[src/rtl/gpu_cmd_queue_decoder.sv]
// gpu_cmd_queue_decoder
//   Decodes {opcode, parameters} commands from the APB slave. It keeps shadow
//   coordinate and radius registers and packs each draw command into a
//   self-contained instruction. Instructions are queued in a DEPTH-entry
//   show-ahead FIFO that the rasterizer drains over a valid/ready handshake.
// Ports
//   clk, rst            clock (rising edge), asynchronous active-high reset
//   command_i           command strobe; accepted when command_i && cmd_ready_o
//   opcode_i            4-bit opcode
//   parameters_i        28-bit command parameters
//   cmd_ready_o         command can be accepted this cycle
//   inst_valid_o        FIFO head valid
//   inst_ready_i        rasterizer consumes the head when inst_valid_o is high
//   opcode_o .. b_o     head instruction fields
//   fifo_count_o        occupied FIFO entries
//   err_o               sticky illegal-opcode flag
module gpu_cmd_queue_decoder #(
    parameter int WIDTH_BITS   = 10,
    parameter int HEIGHT_BITS  = 9,
    parameter int CHANNEL_BITS = 8,
    parameter int DEPTH        = 4
) (
    input  logic                         clk,
    input  logic                         rst,
    input  logic                         command_i,
    input  logic [3:0]                   opcode_i,
    input  logic [27:0]                  parameters_i,
    output logic                         cmd_ready_o,
    output logic                         inst_valid_o,
    input  logic                         inst_ready_i,
    output logic [3:0]                   opcode_o,
    output logic [WIDTH_BITS-1:0]        x1_o,
    output logic [WIDTH_BITS-1:0]        x2_o,
    output logic [HEIGHT_BITS-1:0]      y1_o,
    output logic [HEIGHT_BITS-1:0]      y2_o,
    output logic [WIDTH_BITS-1:0]        rad_o,
    output logic [2:0]                   oct_o,
    output logic [CHANNEL_BITS-1:0]      r_o,
    output logic [CHANNEL_BITS-1:0]      g_o,
    output logic [CHANNEL_BITS-1:0]      b_o,
    output logic [$clog2(DEPTH+1)-1:0]   fifo_count_o,
    output logic                         err_o
);
    localparam int W  = WIDTH_BITS;
    localparam int H  = HEIGHT_BITS;
    localparam int C  = CHANNEL_BITS;
    localparam int CW = $clog2(DEPTH+1);
    localparam int PW = (DEPTH > 1) ? $clog2(DEPTH) : 1;

    localparam logic [3:0] OP_FLUSH = 4'h0, OP_SETXY1 = 4'h1, OP_SETXY2 = 4'h2,
                           OP_SETRAD = 4'h3, OP_LINE = 4'h4, OP_RECT = 4'h5,
                           OP_CIRCLE = 4'h6, OP_ARC = 4'h7, OP_CLEAR = 4'h8;

    typedef struct packed {
        logic [3:0]   op;
        logic [W-1:0] x1;
        logic [W-1:0] x2;
        logic [H-1:0] y1;
        logic [H-1:0] y2;
        logic [W-1:0] rad;
        logic [2:0]   oct;
        logic [C-1:0] r;
        logic [C-1:0] g;
        logic [C-1:0] b;
    } entry_t;

    logic [W-1:0]  x1_q, x1_d, x2_q, x2_d, rad_q, rad_d;
    logic [H-1:0]  y1_q, y1_d, y2_q, y2_d;
    logic [C-1:0]  lr_q, lr_d, lg_q, lg_d, lb_q, lb_d;
    logic          err_q, err_d;
    logic [PW-1:0] wr_ptr_q, rd_ptr_q;
    logic [CW-1:0] count_q;
    entry_t        mem_q [DEPTH];
    entry_t        new_e, head_e;
    logic          accept, push, pop, flush;

    // Only some parameter bits are used for any given opcode/parameter set.
    wire unused_params = ^parameters_i;

    function automatic logic [PW-1:0] ptr_inc(input logic [PW-1:0] p);
        return (p == PW'(DEPTH-1)) ? '0 : p + PW'(1);
    endfunction

    // FLUSH bypasses the full check so a stalled queue can always be cleared.
    assign cmd_ready_o  = (count_q < CW'(DEPTH)) || (opcode_i == OP_FLUSH);
    assign accept       = command_i && cmd_ready_o;
    assign inst_valid_o = (count_q != '0);
    assign pop          = inst_valid_o && inst_ready_i && !flush;

    always_comb begin
        x1_d  = x1_q;  y1_d = y1_q;  x2_d = x2_q;  y2_d = y2_q;  rad_d = rad_q;
        lr_d  = lr_q;  lg_d = lg_q;  lb_d = lb_q;  err_d = err_q;
        push  = 1'b0;
        flush = 1'b0;
        new_e = '{op: opcode_i, x1: x1_q, x2: x2_q, y1: y1_q, y2: y2_q, rad: rad_q,
                  oct: 3'd0, r: parameters_i[3*C-1:2*C], g: parameters_i[2*C-1:C],
                  b: parameters_i[C-1:0]};
        if (accept) begin
            case (opcode_i)
                OP_FLUSH: begin
                    flush = 1'b1;
                    x1_d = '0; y1_d = '0; x2_d = '0; y2_d = '0; rad_d = '0;
                    lr_d = '0; lg_d = '0; lb_d = '0; err_d = 1'b0;
                end
                OP_SETXY1: begin
                    x1_d = parameters_i[W-1:0];
                    y1_d = parameters_i[W+H-1:W];
                end
                OP_SETXY2: begin
                    x2_d = parameters_i[W-1:0];
                    y2_d = parameters_i[W+H-1:W];
                end
                OP_SETRAD: rad_d = parameters_i[W-1:0];
                OP_LINE, OP_RECT, OP_CIRCLE, OP_ARC: begin
                    push = 1'b1;
                    lr_d = new_e.r; lg_d = new_e.g; lb_d = new_e.b;
                    if (opcode_i == OP_ARC) new_e.oct = parameters_i[3*C+2:3*C];
                end
                OP_CLEAR: begin
                    push    = 1'b1;
                    new_e.r = lr_q; new_e.g = lg_q; new_e.b = lb_q;
                end
                default: err_d = 1'b1;
            endcase
        end
    end

    always_ff @(posedge clk or posedge rst) begin
        if (rst) begin
            x1_q <= '0; y1_q <= '0; x2_q <= '0; y2_q <= '0; rad_q <= '0;
            lr_q <= '0; lg_q <= '0; lb_q <= '0; err_q <= 1'b0;
        end else begin
            x1_q <= x1_d; y1_q <= y1_d; x2_q <= x2_d; y2_q <= y2_d; rad_q <= rad_d;
            lr_q <= lr_d; lg_q <= lg_d; lb_q <= lb_d; err_q <= err_d;
        end
    end

    always_ff @(posedge clk or posedge rst) begin
        if (rst) begin
            wr_ptr_q <= '0;
            rd_ptr_q <= '0;
            count_q  <= '0;
        end else if (flush) begin
            wr_ptr_q <= '0;
            rd_ptr_q <= '0;
            count_q  <= '0;
        end else begin
            if (push) wr_ptr_q <= ptr_inc(wr_ptr_q);
            if (pop)  rd_ptr_q <= ptr_inc(rd_ptr_q);
            count_q <= count_q + CW'(push) - CW'(pop);
        end
    end

    // Storage needs no reset: the head is masked to zero whenever empty.
    always_ff @(posedge clk) begin
        if (push) mem_q[wr_ptr_q] <= new_e;
    end

    assign head_e       = inst_valid_o ? mem_q[rd_ptr_q] : '0;
    assign opcode_o     = head_e.op;
    assign x1_o         = head_e.x1;
    assign x2_o         = head_e.x2;
    assign y1_o         = head_e.y1;
    assign y2_o         = head_e.y2;
    assign rad_o        = head_e.rad;
    assign oct_o        = head_e.oct;
    assign r_o          = head_e.r;
    assign g_o          = head_e.g;
    assign b_o          = head_e.b;
    assign fifo_count_o = count_q;
    assign err_o        = err_q;

endmodule

[config.mk]
export PLATFORM = sky130hd
export DESIGN_NAME = gpu_cmd_queue_decoder
export DESIGN_NICKNAME = d
export VERILOG_FILES = /design/src/rtl/gpu_cmd_queue_decoder.sv
export SDC_FILE = /design/constraint.sdc
export NUM_CORES = 1
export LEC_CHECK = 0
export ABC_AREA = 1
export CORE_MARGIN = 2
export CORE_UTILIZATION = 58
export DETAILED_ROUTE_END_ITERATION = 10
export HOLD_SLACK_MARGIN = 0.12
export PLACE_DENSITY = 0.79
export SYNTH_ARGS = -nofsm -noshare
export SYNTH_HDL_FRONTEND = slang
export SYNTH_SLANG_ARGS = --single-unit
[constraint.sdc]
create_clock -name clk -period 6 [get_ports clk]
set_clock_uncertainty 0.1 [all_clocks]
set_input_delay 1.5 -clock clk [delete_from_list [all_inputs] [get_ports clk]]
set_output_delay 1.5 -clock clk [all_outputs]
set_load 0.02 [all_outputs]
After elaboration in Yosys (flattened, before gate mapping):

Memories as Yosys holds them, arrays and structs flattened.
Index checks and enable logic that the tools add are counted.
Widths: inputs -> output; s select.

* multiply operators: 0
* add/sub/neg operators: 4
* order comparisons: 1
* shift operators: 0
* reduce and logical (&&, ||, !) cells: 21
* bitwise logic cells: 1
* div/mod/pow operators: 0
* equality and inequality tests: 10
* muxes and demuxes: 27

Operator list (count)
* $mux 79: 1
* $pmux 10 s2: 3
* $pmux 8 s2: 3
* $pmux 9 s2: 2
* $mux 27: 1
* $mux 24: 1
* $eq 4x3->1 const B: 4
* $mux 2: 6
* $reduce_bool 2->1: 6
* $reduce_and 2->1: 5
* $mux 3: 3
* $eq 4x2->1 const B: 2
* $reduce_or 8->1: 1
* $mux 1: 6
* $reduce_or 5->1: 1
* $add 2x1->2 const B: 2
* $eq 2x2->1 const B: 2
* $eq 4x1->1 const B: 1
* $eq 4x4->1 const B: 1
* $logic_not 4->1: 1
* $reduce_or 4->1: 1
* $add 3x1->3: 1
* $logic_and 1x1->1: 3
* $lt 3x3->1 const B: 1
* 6 further kinds: 6

* memory bits (read-only): 0
* flip-flop bits (word level): 80
* memory bits (writable): 316
* latch bits: 0
* logic and storage cells: 77
* memories kept: 1
* output and inout port bits: 85
* bits of input ports: 36

Memory list
* mem_q: words 4, bits a word 79, read ports 1, clocked after Yosys merged registers in 0, write ports 1, RTL line 73 `entry_t mem_q [DEPTH];`

Longest topological paths before layout:

Gate-level depths: netlist of run 1.

* depth after elaboration: 8
* gate-level depth with buffers: 12
* gate-level depth less buffers: 12

Worst setup path after synthesis of run 1:

No wires, ideal clock.

* path kind: in2reg
* start point: in opcode_i[2]
* end point: mem mem_q[0][0] (netlist name) (enable)
* setup time: 0.517 ns
* path buffers: 0
* data arrival time: 5.453 ns
* stages: 6
* data required time: 5.383 ns
* slack: -0.070 ns
* cell sequence: inv_1 -> nor2_1 -> inv_1 -> nand2_1 -> nand3_1 -> nor2_1

* word-level cells in the longest chain between the ends: 6
* elaborated cells on any way between the ends: 13
* classes of those cells: eq/ne (5); mux (4); reduce/logical (4)

RTL lines
* start: declaration: RTL line 26 `input logic [3:0] opcode_i,`
* $eq 4x3->1 (tied with other cells): RTL line 99 `case (opcode_i)`
* $reduce_or 5->1 (no source line) / $logic_or 1x1->1 (equally long branches)
* $mux 1 / $logic_and 1x1->1 (equally long branches): RTL line 99, 86
* $mux 1 (*): RTL line 98 `if (accept) begin`
* $mux 1 (*): RTL line 156 `if (push) mem_q[wr_ptr_q] <= new_e;`
* $mux 1 (implied by the code) (*): RTL line 156
* end: declaration: RTL line 73

Mark *: on every way between the ends. The rest lies on a longest branch, timed or not.

Final worst setup path of run 1:

* start point: reg count_q[2], in the netlist fifo_count_o[2]
* end point: out x1_o[9]

* word-level cells in the longest chain between the ends: 2

RTL lines
* start: declaration: RTL line 72 `logic [CW-1:0] count_q;`
* start signal: assignment: RTL line 150 `count_q <= count_q + CW'(push) - CW'(pop);`
* $reduce_bool 3->1: RTL line 87 `assign inst_valid_o = (count_q != '0);`
* $mux 79: RTL line 159 `assign head_e = inst_valid_o ? mem_q[rd_ptr_q] : '0;`
* end: declaration: RTL line 32 `output logic [WIDTH_BITS-1:0] x1_o,`

Every way passes these cells.

==> flow_metrics.env, run 1 <==
export IMPL_outcome="finished, final reports clean"
export IMPL_grt_max_degree=93
export IMPL_p_leak_nw=7.202
export IMPL_crit_required_ns=4.40
export IMPL_track_usage_pct=26.71
export IMPL_htree_levels=2
export IMPL_die_x_um=171.0
export IMPL_num_antenna_cells=0
export IMPL_endpoint="x1_o[9]"
export IMPL_p_int_mw=5.942
export IMPL_final_area_sq_mm=0.01894
export IMPL_worst_setup_path_start_kind="register"
export IMPL_fin_crit_ns=5.148
export IMPL_setup_viol=0
export IMPL_fin_ws_ns=0.8518
export IMPL_dpl_hpwl_mm=21.52
export IMPL_drv_slew=0
export IMPL_arrival_ns=3.55
export IMPL_syn_avg_cell_area_sq_um=11.24
export IMPL_cts_tree="yes"
export IMPL_yosys_warnings=0
export IMPL_final_setup_tns_ns=0
export IMPL_clock_fmax_mhz=194.2
export IMPL_r2r_start="fifo_count_o[2]$_DFF_PP0_"
export IMPL_final_net_count=1579
export IMPL_r2r_slack_ns=3.51
export IMPL_drt_pass1_iterations=6
export IMPL_ir_drop_v=0.0003110
export IMPL_p_comb_share_pct=36.3
export IMPL_fin_crit_sh_pct=85.80
export IMPL_grt_pass1_vias=10950
export IMPL_core_sq_mm=0.02763
export IMPL_clock_latency_ns=0.52
export IMPL_synth_area_sq_mm=0.01618
export IMPL_routed_via_density=5.763
export IMPL_ys_types=31
export IMPL_drc=0
export IMPL_rr_endpoint="fifo_count_o[1]$_DFF_PP0_"
export IMPL_synthesis_nets=1483
export IMPL_p_per_area_mw_per_mm2=483.5
export IMPL_cts_resized=0
export IMPL_p_seq_share_pct=37.3
export IMPL_antenna_found_initial=0
export IMPL_die_area_sq_mm=0.02925
export IMPL_ys_ff_latch=396
export IMPL_maxCapViolations=0
export IMPL_finalHoldViolations=0
export IMPL_drive_gt1_share_pct=6.777
export IMPL_p_clk_share_pct=26.4
export IMPL_place_inst=1872
export IMPL_hold_buffers=0
export IMPL_ff2ff_path_depth=11
export IMPL_cts_buffer_depth=3
export IMPL_cts_sinks=396
export IMPL_cts_inserted_buffers=39
export IMPL_final_util_pct=68.56
export IMPL_rows=61
export IMPL_clk_pin_slew_ns=0.06
export IMPL_power_switching_mw=3.217
export IMPL_dp_worst_setup_slack_ns=1.106
export IMPL_switching_share_pct=35.12
export IMPL_layout_cells_non_filler=1942
export IMPL_io_pins=121
export IMPL_netlist_instances=1439
export IMPL_place_gp_congestion=0.7946
export IMPL_drt_iter0_drc=1358
export IMPL_grt_pass1_wl_mm=59.48
export IMPL_critical_path_class="register to output port"
export IMPL_ctsRootBufferMaster="clkbuf_16"
export IMPL_vias=11190
export IMPL_worst_pin_slew_ns=1.070
export IMPL_dieHeight_um=171.0
export IMPL_area_delta_synth_final_pct=17.07
export IMPL_fillers=1952
export IMPL_crit_fanout=40
export IMPL_io_buffers=119
export IMPL_wl_mm=38.29
export IMPL_ant_nets=0
export IMPL_rsz0062_at_grt="no"
export IMPL_placed_area_sq_mm=0.01766
export IMPL_slew_headroom_pct=28.65
export IMPL_cts_setup_buffers=0
export IMPL_cp_end_kind="output port"
export IMPL_startpoint="fifo_count_o[2]$_DFF_PP0_"
export IMPL_ys_seq_area_share_pct=71.02
export IMPL_overflow=0
export IMPL_initial_utilization_pct=58.56
export IMPL_wl_per_cell_um=19.72
export IMPL_hp_class="register to register"
cell type report:
type | instances | area, sq um | area share, %
tap | 378 | 473.0 | 2.497
inverter | 39 | 150.1 | 0.7927
multi-input combinational | 916 | 4146 | 21.89
clock buffer | 58 | 1140 | 6.018
sequential | 396 | 11500 | 60.69
clock inverter | 12 | 140.1 | 0.7398
timing repair buffer | 143 | 1396 | 7.372
metrics by stage:
| step | hold slack [ns] | power (mW) |
|---|---|---|
| floorplan | 0.3690 | 5.376 |
| global placement | 0.3807 | 6.706 |
| detailed placement | 0.3880 | 6.783 |
| CTS | 0.4016 | 9.195 |
| global route | 0.4194 | 9.624 |
| finish | 0.4012 | 9.159 |
placed cells by master, fill, tap and decap left out, types with 2 or more instances in the layout:
master / Yosys / routed
o21ai_0: 179 / 179
clkinvlp_4: 0 / 2
inv_1: 34 / 33
o21ai_1: 6 / 6
clkbuf_1: 44 / 12
nand2_1: 199 / 199
nand4_1: 49 / 49
bufinv_16: 0 / 3
nand2_4: 4 / 4
nand2_2: 2 / 2
nor2_4: 2 / 6
nand3_1: 34 / 34
clkinv_2: 0 / 6
inv_2: 4 / 2
buf_12: 0 / 2
ha_1: 7 / 7
buf_4: 8 / 22
a21oi_1: 80 / 80
nor2_1: 343 / 339
clkdlybuf4s50_1: 0 / 119
clkinv_1: 1 / 4
edfxtp_1: 316 / 316
or2_2: 2 / 2
dfrtp_1: 80 / 78
nor2_2: 2 / 2
clkbuf_16: 0 / 41
clkbuf_8: 0 / 5
how the worst min path moves through the flow:
stage | start | end | slack, ns | cells after the start
2_1_floorplan | lb_q[0]$_DFFE_PP0P_ | lb_q[0]$_DFFE_PP0P_ | 0.37 | 2
5_1_grt | lb_q[3]$_DFFE_PP0P_ | lb_q[3]$_DFFE_PP0P_ | 0.42 | 2
6_report | lb_q[3]$_DFFE_PP0P_ | lb_q[3]$_DFFE_PP0P_ | 0.40 | 2
3_3_place_gp | lb_q[1]$_DFFE_PP0P_ | lb_q[1]$_DFFE_PP0P_ | 0.38 | 2
3_5_place_dp | lg_q[1]$_DFFE_PP0P_ | lg_q[1]$_DFFE_PP0P_ | 0.39 | 2
4_1_cts | lb_q[3]$_DFFE_PP0P_ | lb_q[3]$_DFFE_PP0P_ | 0.40 | 2
cell families after synthesis:
family | count (synthesis) | synth area share, %
adders and majority gates | 8 | 0.6650
buffers and inverters | 127 | 3.541
and+or+nand+nor | 642 | 16.48
DFF | 396 | 71.02
AOI/OAI and AO/OA | 266 | 8.297
per-layer routing:
layer  global-route usage (%)  routed length (um)
met4                    7.517                 813
met1                    35.01               14830
met5                        0                   0
met3                    5.714                3408
met2                    45.46               19240
critical path, cell delays in order (launching register included):
cell and delay (ns):
dfrtp_1 0.56, nor2_1 0.10, nand2_1 0.16, clkinv_2 0.56
buf_4 0.56, a21oi_1 0.38, clkdlybuf4s50_1 0.68
power by group through the flow:
stage               clock [mW]  sequential (mW)  combinational [mW]
floorplan                    0             3.37                2.00
global placement             0             3.45                3.25
detailed placement           0             3.47                3.32
CTS                       2.44             3.41                3.34
global route              2.56             3.44                3.62
finish                    2.42             3.41                3.32
synthesized netlist by cell type:
master / count / area (sq um)
a21oi_1: 80 / 400.4
a21oi_4: 1 / 16.27
and3_1: 1 / 6.260
buf_1: 3 / 11.26
buf_2: 28 / 140.1
buf_4: 8 / 60.06
buf_6: 4 / 45.04
clkbuf_1: 44 / 165.2
clkbuf_2: 1 / 5.000
clkinv_1: 1 / 3.750
dfrtp_1: 80 / 2002
edfxtp_1: 316 / 9489
fa_1: 1 / 20.02
ha_1: 7 / 87.58
inv_1: 34 / 127.6
inv_2: 4 / 15.01
nand2_1: 199 / 747.0
nand2_2: 2 / 12.51
nand2_4: 4 / 45.04
nand3_1: 34 / 170.2
nand3_2: 1 / 10.01
nand4_1: 49 / 306.5
nand4_2: 1 / 12.51
nor2_1: 343 / 1287
nor2_2: 2 / 12.51
nor2_4: 2 / 22.52
nor3_1: 1 / 5.000
nor3_4: 1 / 16.27
o21ai_0: 179 / 895.9
o21ai_1: 6 / 30.03
or2_2: 2 / 12.51
registers in the layout, summed over array words and instances (netlist names):
register,count
err_o,1
fifo_count_o,3
lb_q,8
lg_q,8
lr_q,8
mem_q,316
rad_q,10
rd_ptr_q,2
wr_ptr_q,2
x1_q,10
x2_q,10
y1_q,9
y2_q,9
No activity file was read; power rests on OpenSTA's default activity.
==> run 2, diff against run 1 <==
--- a/config.mk
+++ b/config.mk
@@ -6,11 +6,11 @@
 export NUM_CORES = 1
 export LEC_CHECK = 0
 export ABC_AREA = 1
-export CORE_MARGIN = 2
-export CORE_UTILIZATION = 58
+export CORE_MARGIN = 3
+export CORE_UTILIZATION = 50
 export DETAILED_ROUTE_END_ITERATION = 10
 export HOLD_SLACK_MARGIN = 0.12
-export PLACE_DENSITY = 0.79
+export PLACE_DENSITY = 0.7
 export SYNTH_ARGS = -nofsm -noshare
 export SYNTH_HDL_FRONTEND = slang
 export SYNTH_SLANG_ARGS = --single-unit
==> flow_metrics.env, run 2 (synthesized netlist as in run 1, its figures left out) <==
export IMPL_outcome="finished, final reports clean"
export IMPL_final_net_count=1581
export IMPL_initial_utilization_pct=51.01
export IMPL_met2_length_mm=18.42
export IMPL_fin_crit_sh_pct=84.29
export IMPL_finalHoldViolations=0
export IMPL_slowest_stage="dfrtp_4"
export IMPL_dieHeight_um=185.9
export IMPL_largest_reg_flops=316
export IMPL_clock_latency_ns=0.55
export IMPL_hold_buffers=0
export IMPL_drt_iter0_drc=883
export IMPL_grt_pass1_vias=10690
export IMPL_rr_endpoint="fifo_count_o[1]$_DFF_PP0_"
export IMPL_wl_met1_mm=15.56
export IMPL_fin_hold_ws_ns=0.4050
export IMPL_power_switching_mw=3.248
export IMPL_die_area_sq_mm=0.03456
export IMPL_crit_top_cell="nor2_1"
export IMPL_drv_slew=0
export IMPL_ctsRootBufferMaster="clkbuf_16"
export IMPL_hp_class="register to register"
export IMPL_startpoint="rd_ptr_q[0]$_DFFE_PP0P_"
export IMPL_cts_inserted_buffers=42
export IMPL_top_register="mem_q"
export IMPL_drc=0
export IMPL_p_clk_share_pct=27.4
export IMPL_antenna_found_initial=0
export IMPL_vias=11010
export IMPL_area_delta_synth_final_pct=17.92
export IMPL_cpPeakStageDelay_ns=1.04
export IMPL_rsz0062_at_grt="no"
export IMPL_place_gp_congestion=0.7771
export IMPL_track_usage_pct=22.14
export IMPL_worst_pin_slew_ns=1.131
export IMPL_final_util_pct=60.15
export IMPL_routed_via_density=5.580
export IMPL_grt_max_degree=87
export IMPL_routed_wl_met3_mm=3.069
export IMPL_drt_pass1_iterations=6
export IMPL_r2r_start="fifo_count_o[2]$_DFF_PP0_"
export IMPL_switching_share_pct=35.02
export IMPL_p_comb_share_pct=35.7
export IMPL_core_sq_mm=0.03172
export IMPL_critical_path_class="register to output port"
export IMPL_wl_per_cell_um=19.15
export IMPL_cts_tree="yes"
export IMPL_cp_end_kind="output port"
export IMPL_cts_sinks=396
export IMPL_p_seq_share_pct=36.9
export IMPL_layout_commonest_cell="nor2_1"
export IMPL_die_x_um=185.9
export IMPL_num_antenna_cells=0
export IMPL_clk_pin_slew_ns=0.05
export IMPL_cts_buffer_depth=3
export IMPL_dpl_hpwl_mm=21.44
export IMPL_grt_pass1_wl_mm=59.29
export IMPL_overflow=0
export IMPL_clock_fmax_mhz=197.7
export IMPL_p_int_mw=6.027
export IMPL_crit_chain="buf_4 -> nor2_1 -> nor2_1 -> o21ai_0 -> a21oi_1 -> clkdlybuf4s50_1"
export IMPL_cts_setup_buffers=0
export IMPL_io_pins=121
export IMPL_ant_nets=0
export IMPL_p_leak_nw=7.256
export IMPL_crit_required_ns=4.40
export IMPL_slew_headroom_pct=24.58
export IMPL_top_layer="met4"
export IMPL_p_per_area_mw_per_mm2=486.1
export IMPL_ir_drop_v=0.0003164
export IMPL_rows=65
export IMPL_wl_mm=37.79
export IMPL_cts_resized=0
export IMPL_r2r_slack_ns=3.44
export IMPL_htree_levels=2
export IMPL_drive_gt1_share_pct=7.066
export IMPL_io_buffers=119
export IMPL_endpoint="x1_o[9]"
export IMPL_worst_setup_path_start_kind="register"
export IMPL_maxCapViolations=0
export IMPL_fillers=2491
export IMPL_setup_viol=0
export IMPL_fin_crit_ns=5.057
export IMPL_layout_common_cells="nor2_1 (339), edfxtp_1 (316), nand2_1 (199)"
export IMPL_ff2ff_path_depth=11
export IMPL_crit_fanout=82
export IMPL_arrival_ns=3.46
## run 2: cell types whose count changed in the layout (fill, tap and decap cells not counted), sizes merged
cell	previous run	this run
buf	24	23
bufinv	3	2
clkbuf	58	68
clkinv	11	10
clkinvlp	2	1
inv	35	36
## run 2: final cells by class
type                    count  area, sq um  share of cell area, %
flip-flops and latches    396        11500                  60.25
multi-input cells         916         4146                  21.73
repair buffers            142         1401                  7.345
clock buffers              68         1260                  6.604
well taps                 402        503.0                  2.636
inverters                  39        148.9                 0.7804
clock inverters            10        123.9                 0.6492
## run 2: worst min-delay path by stage
stage	start	endpoint	slack, ns	cells past startpoint
after CTS	lb_q[1]$_DFFE_PP0P_	lb_q[1]$_DFFE_PP0P_	0.41	2
after floorplan	lb_q[0]$_DFFE_PP0P_	lb_q[0]$_DFFE_PP0P_	0.37	2
final	lb_q[6]$_DFFE_PP0P_	lb_q[6]$_DFFE_PP0P_	0.40	2
after global routing	lr_q[2]$_DFFE_PP0P_	lr_q[2]$_DFFE_PP0P_	0.43	2
after global placement	lb_q[1]$_DFFE_PP0P_	lb_q[1]$_DFFE_PP0P_	0.38	2
after detailed placement	lg_q[1]$_DFFE_PP0P_	lg_q[1]$_DFFE_PP0P_	0.39	2
## run 2: power by group through the flow
stage,combinational (mW),sequential [mW],clock [mW]
final,3.31,3.42,2.54
after floorplan,2.00,3.37,0
after global placement,3.30,3.46,0
after detailed placement,3.34,3.47,0
after global routing,3.64,3.45,2.69
after CTS,3.36,3.42,2.57
## run 2: per-stage QoR
| step | setup TNS, ns | cells | cell area (sq um) | worst slack, ns | total power [mW] |
|---|---|---|---|---|---|
| after floorplan | -22.13 | 1439 | 16180 | -0.07002 | 5.376 |
| after global placement | 0 | 1895 | 17700 | 1.146 | 6.761 |
| after detailed placement | 0 | 1895 | 17700 | 1.114 | 6.813 |
| after CTS | 0 | 1973 | 19080 | 0.9420 | 9.355 |
| after global routing | 0 | 1973 | 19080 | 0.7025 | 9.784 |
| final | 0 | 1973 | 19080 | 0.9428 | 9.275 |
## run 2: critical path, delay by kind of cell (launching register included)
family                 cells  cell delay [ns]
DFF                        1             1.04
and+or+nand+nor            2             0.18
buffers and inverters      2             1.21
AOI/OAI and AO/OA          2             0.44
## run 2: per-layer routing
| layer | GRT usage, % | up-vias |
|---|---|---|
| li1 | - | 5178 |
| met1 | 30.64 | 5336 |
| met2 | 36.27 | 441 |
| met3 | 4.065 | 54 |
| met4 | 6.583 | 0 |
| met5 | 0 | - |
==> run 3, diff against run 2 <==
==> constraint.sdc (replaced) <==
create_clock -name clk -period 5.1 [get_ports clk]
set_clock_uncertainty 0.1 [all_clocks]
set_input_delay 1.275 -clock clk [delete_from_list [all_inputs] [get_ports clk]]
set_output_delay 1.275 -clock clk [all_outputs]
set_load 0.02 [all_outputs]
==> flow_metrics.env, run 3 (synthesized netlist as in run 1, its figures left out) <==
export IMPL_overflow=0
export IMPL_drt_iter0_drc=1047
export IMPL_fin_hold_ws_ns=0.3976
export IMPL_slew_headroom_pct=36.17
export IMPL_largest_reg_flops=316
export IMPL_dieHeight_um=185.9
export IMPL_drt_pass1_iterations=7
export IMPL_fin_crit_ns=4.682
export IMPL_wl_per_cell_um=19.41
export IMPL_p_leak_nw=7.282
export IMPL_top_usage_layer="met2"
export IMPL_ant_nets=0
export IMPL_cts_setup_buffers=0
export IMPL_gr_usage_met1_pct=31.18
export IMPL_hold_buffers=0
export IMPL_final_setup_tns_ns=0
export IMPL_fin_crit_sh_pct=91.81
export IMPL_crit_top_cell="nor2_1"
export IMPL_slowest_stage="dfrtp_4"
export IMPL_p_per_area_mw_per_mm2=569.8
export IMPL_critical_path_class="register to output port"
export IMPL_placed_area_sq_mm=0.01780
export IMPL_crit_fanout=81
export IMPL_setup_viol=0
export IMPL_arrival_ns=3.31
export IMPL_ir_drop_v=0.0003063
export IMPL_die_x_um=185.9
export IMPL_worst_setup_path_start_kind="register"
export IMPL_htree_levels=2
export IMPL_drv_slew=0
export IMPL_vias=11120
export IMPL_critPathTopFamily="buffers and inverters"
export IMPL_clk_pin_slew_ns=0.06
export IMPL_routed_via_density=5.622
export IMPL_rows=65
export IMPL_clock_latency_ns=0.53
export IMPL_final_net_count=1589
export IMPL_crit_chain="buf_4 -> nor2_1 -> nor2_1 -> o21ai_0 -> a21oi_1 -> clkdlybuf4s50_1"
export IMPL_io_buffers=119
export IMPL_die_area_sq_mm=0.03456
export IMPL_num_antenna_cells=0
export IMPL_worst_pin_slew_ns=0.9564
export IMPL_use_met3_pct=4.026
export IMPL_area_delta_synth_final_pct=18.12
export IMPL_cts_inserted_buffers=40
export IMPL_clock_fmax_mhz=213.6
export IMPL_maxCapViolations=0
export IMPL_finalHoldViolations=0
export IMPL_drive_gt1_share_pct=7.424
export IMPL_cp_end_kind="output port"
export IMPL_grt_pass1_wl_mm=59.27
export IMPL_layout_common_cells="nor2_1 (339), edfxtp_1 (316), nand2_1 (199)"
export IMPL_place_gp_congestion=0.8026
export IMPL_grt_pass1_vias=10610
export IMPL_antenna_found_initial=0
export IMPL_grt_max_degree=82
export IMPL_wl_mm=38.39
export IMPL_ctsRootBufferMaster="clkbuf_16"
export IMPL_rsz0062_at_grt="no"
export IMPL_fillers=2469
export IMPL_final_area_sq_mm=0.01911
export IMPL_outcome="finished, final reports clean"
export IMPL_track_usage_pct=22.36
export IMPL_cpPeakStageDelay_ns=1.03
export IMPL_cts_sinks=396
export IMPL_top_register="mem_q"
export IMPL_core_sq_mm=0.03172
export IMPL_drc=0
export IMPL_dpl_hpwl_mm=22.42
export IMPL_hp_class="register to register"
export IMPL_layout_cells_non_filler=1978
export IMPL_place_inst=1905
export IMPL_initial_utilization_pct=51.01
export IMPL_cts_resized=0
export IMPL_io_pins=121
export IMPL_layout_commonest_cell="nor2_1"
export IMPL_cts_buffer_depth=3
export IMPL_cts_tree="yes"
export IMPL_use_met2_pct=35.61
export IMPL_crit_required_ns=3.72
export IMPL_cp_num_buf_inv=2
[run 3: changes by cell type in the layout (fill, tap and decap cells not counted), moves of 3 or more]
cell | previous run | this run
buf_4 | 20 | 28
bufinv_16 | 2 | 5
clkbuf_1 | 16 | 7
clkbuf_8 | 9 | 1
clkinv_1 | 2 | 10
[run 3: area by class of cell]
class	instances	area (sq um)	area share [%]
sequential	396	11500	60.15
multi-input combinational	916	4146	21.70
timing repair buffer	152	1501	7.856
clock buffer	49	1066	5.578
tap	402	503.0	2.632
clock inverter	24	250.2	1.309
inverter	39	148.9	0.7791
[run 3: layer usage]
metal  wire [um]  up-vias
met4        1265        0
met5           0        -
met1       15910     5379
li1            -     5193
met2       18030      461
met3        3178       87
[run 3: metrics by stage]
| stage | util [%] | worst slack, ns | total power [mW] |
|---|---|---|---|
| 2_1_floorplan | - | -0.7450 | 6.324 |
| 3_3_place_gp | 56.11 | 0.7147 | 7.982 |
| 3_5_place_dp | 56.11 | 0.6935 | 8.041 |
| 4_1_cts | 60.26 | 0.3821 | 10.96 |
| 5_1_grt | 60.26 | 0.1710 | 11.49 |
| 6_report | 60.26 | 0.4176 | 10.89 |
[run 3: worst reg2reg max path, stage by stage (launching register included)]
cell	delay, ns
dfrtp_1	0.50
nor2_1	0.20
nand2_1	0.18
nand3_1	0.15
inv_1	0.07
ha_1	0.28
inv_1	0.04
ha_1	0.16
inv_1	0.08
fa_1	0.41
or2_2	0.29
inv_1	0.05
[run 3: power breakdown]
| part | switching, mW | internal (mW) |
|---|---|---|
| combinational | 2.37 | 1.55 |
| clock | 1.18 | 1.75 |
| sequential | 0.283 | 3.77 |
| total | 3.83 | 7.06 |
[run 3: worst paths after layout]
| path | from | end | slack [ns] | depth (start not counted) |
|---|---|---|---|---|
| max | rd_ptr_q[0]$_DFFE_PP0P_ | r_o[3] | 0.42 | 6 |
| min | lg_q[0]$_DFFE_PP0P_ | lg_q[0]$_DFFE_PP0P_ | 0.40 | 2 |
| max reg2reg | fifo_count_o[2]$_DFF_PP0_ | fifo_count_o[1]$_DFF_PP0_ | 2.56 | 11 |
| min reg2reg | lg_q[0]$_DFFE_PP0P_ | lg_q[0]$_DFFE_PP0P_ | 0.40 | 2 |
| max in group asynchronous | rst | fifo_count_o[0]$_DFF_PP0_ | 3.08 | 3 |
| min in group asynchronous | rst | x2_q[9]$_DFFE_PP0P_ | 1.02 | 2 |
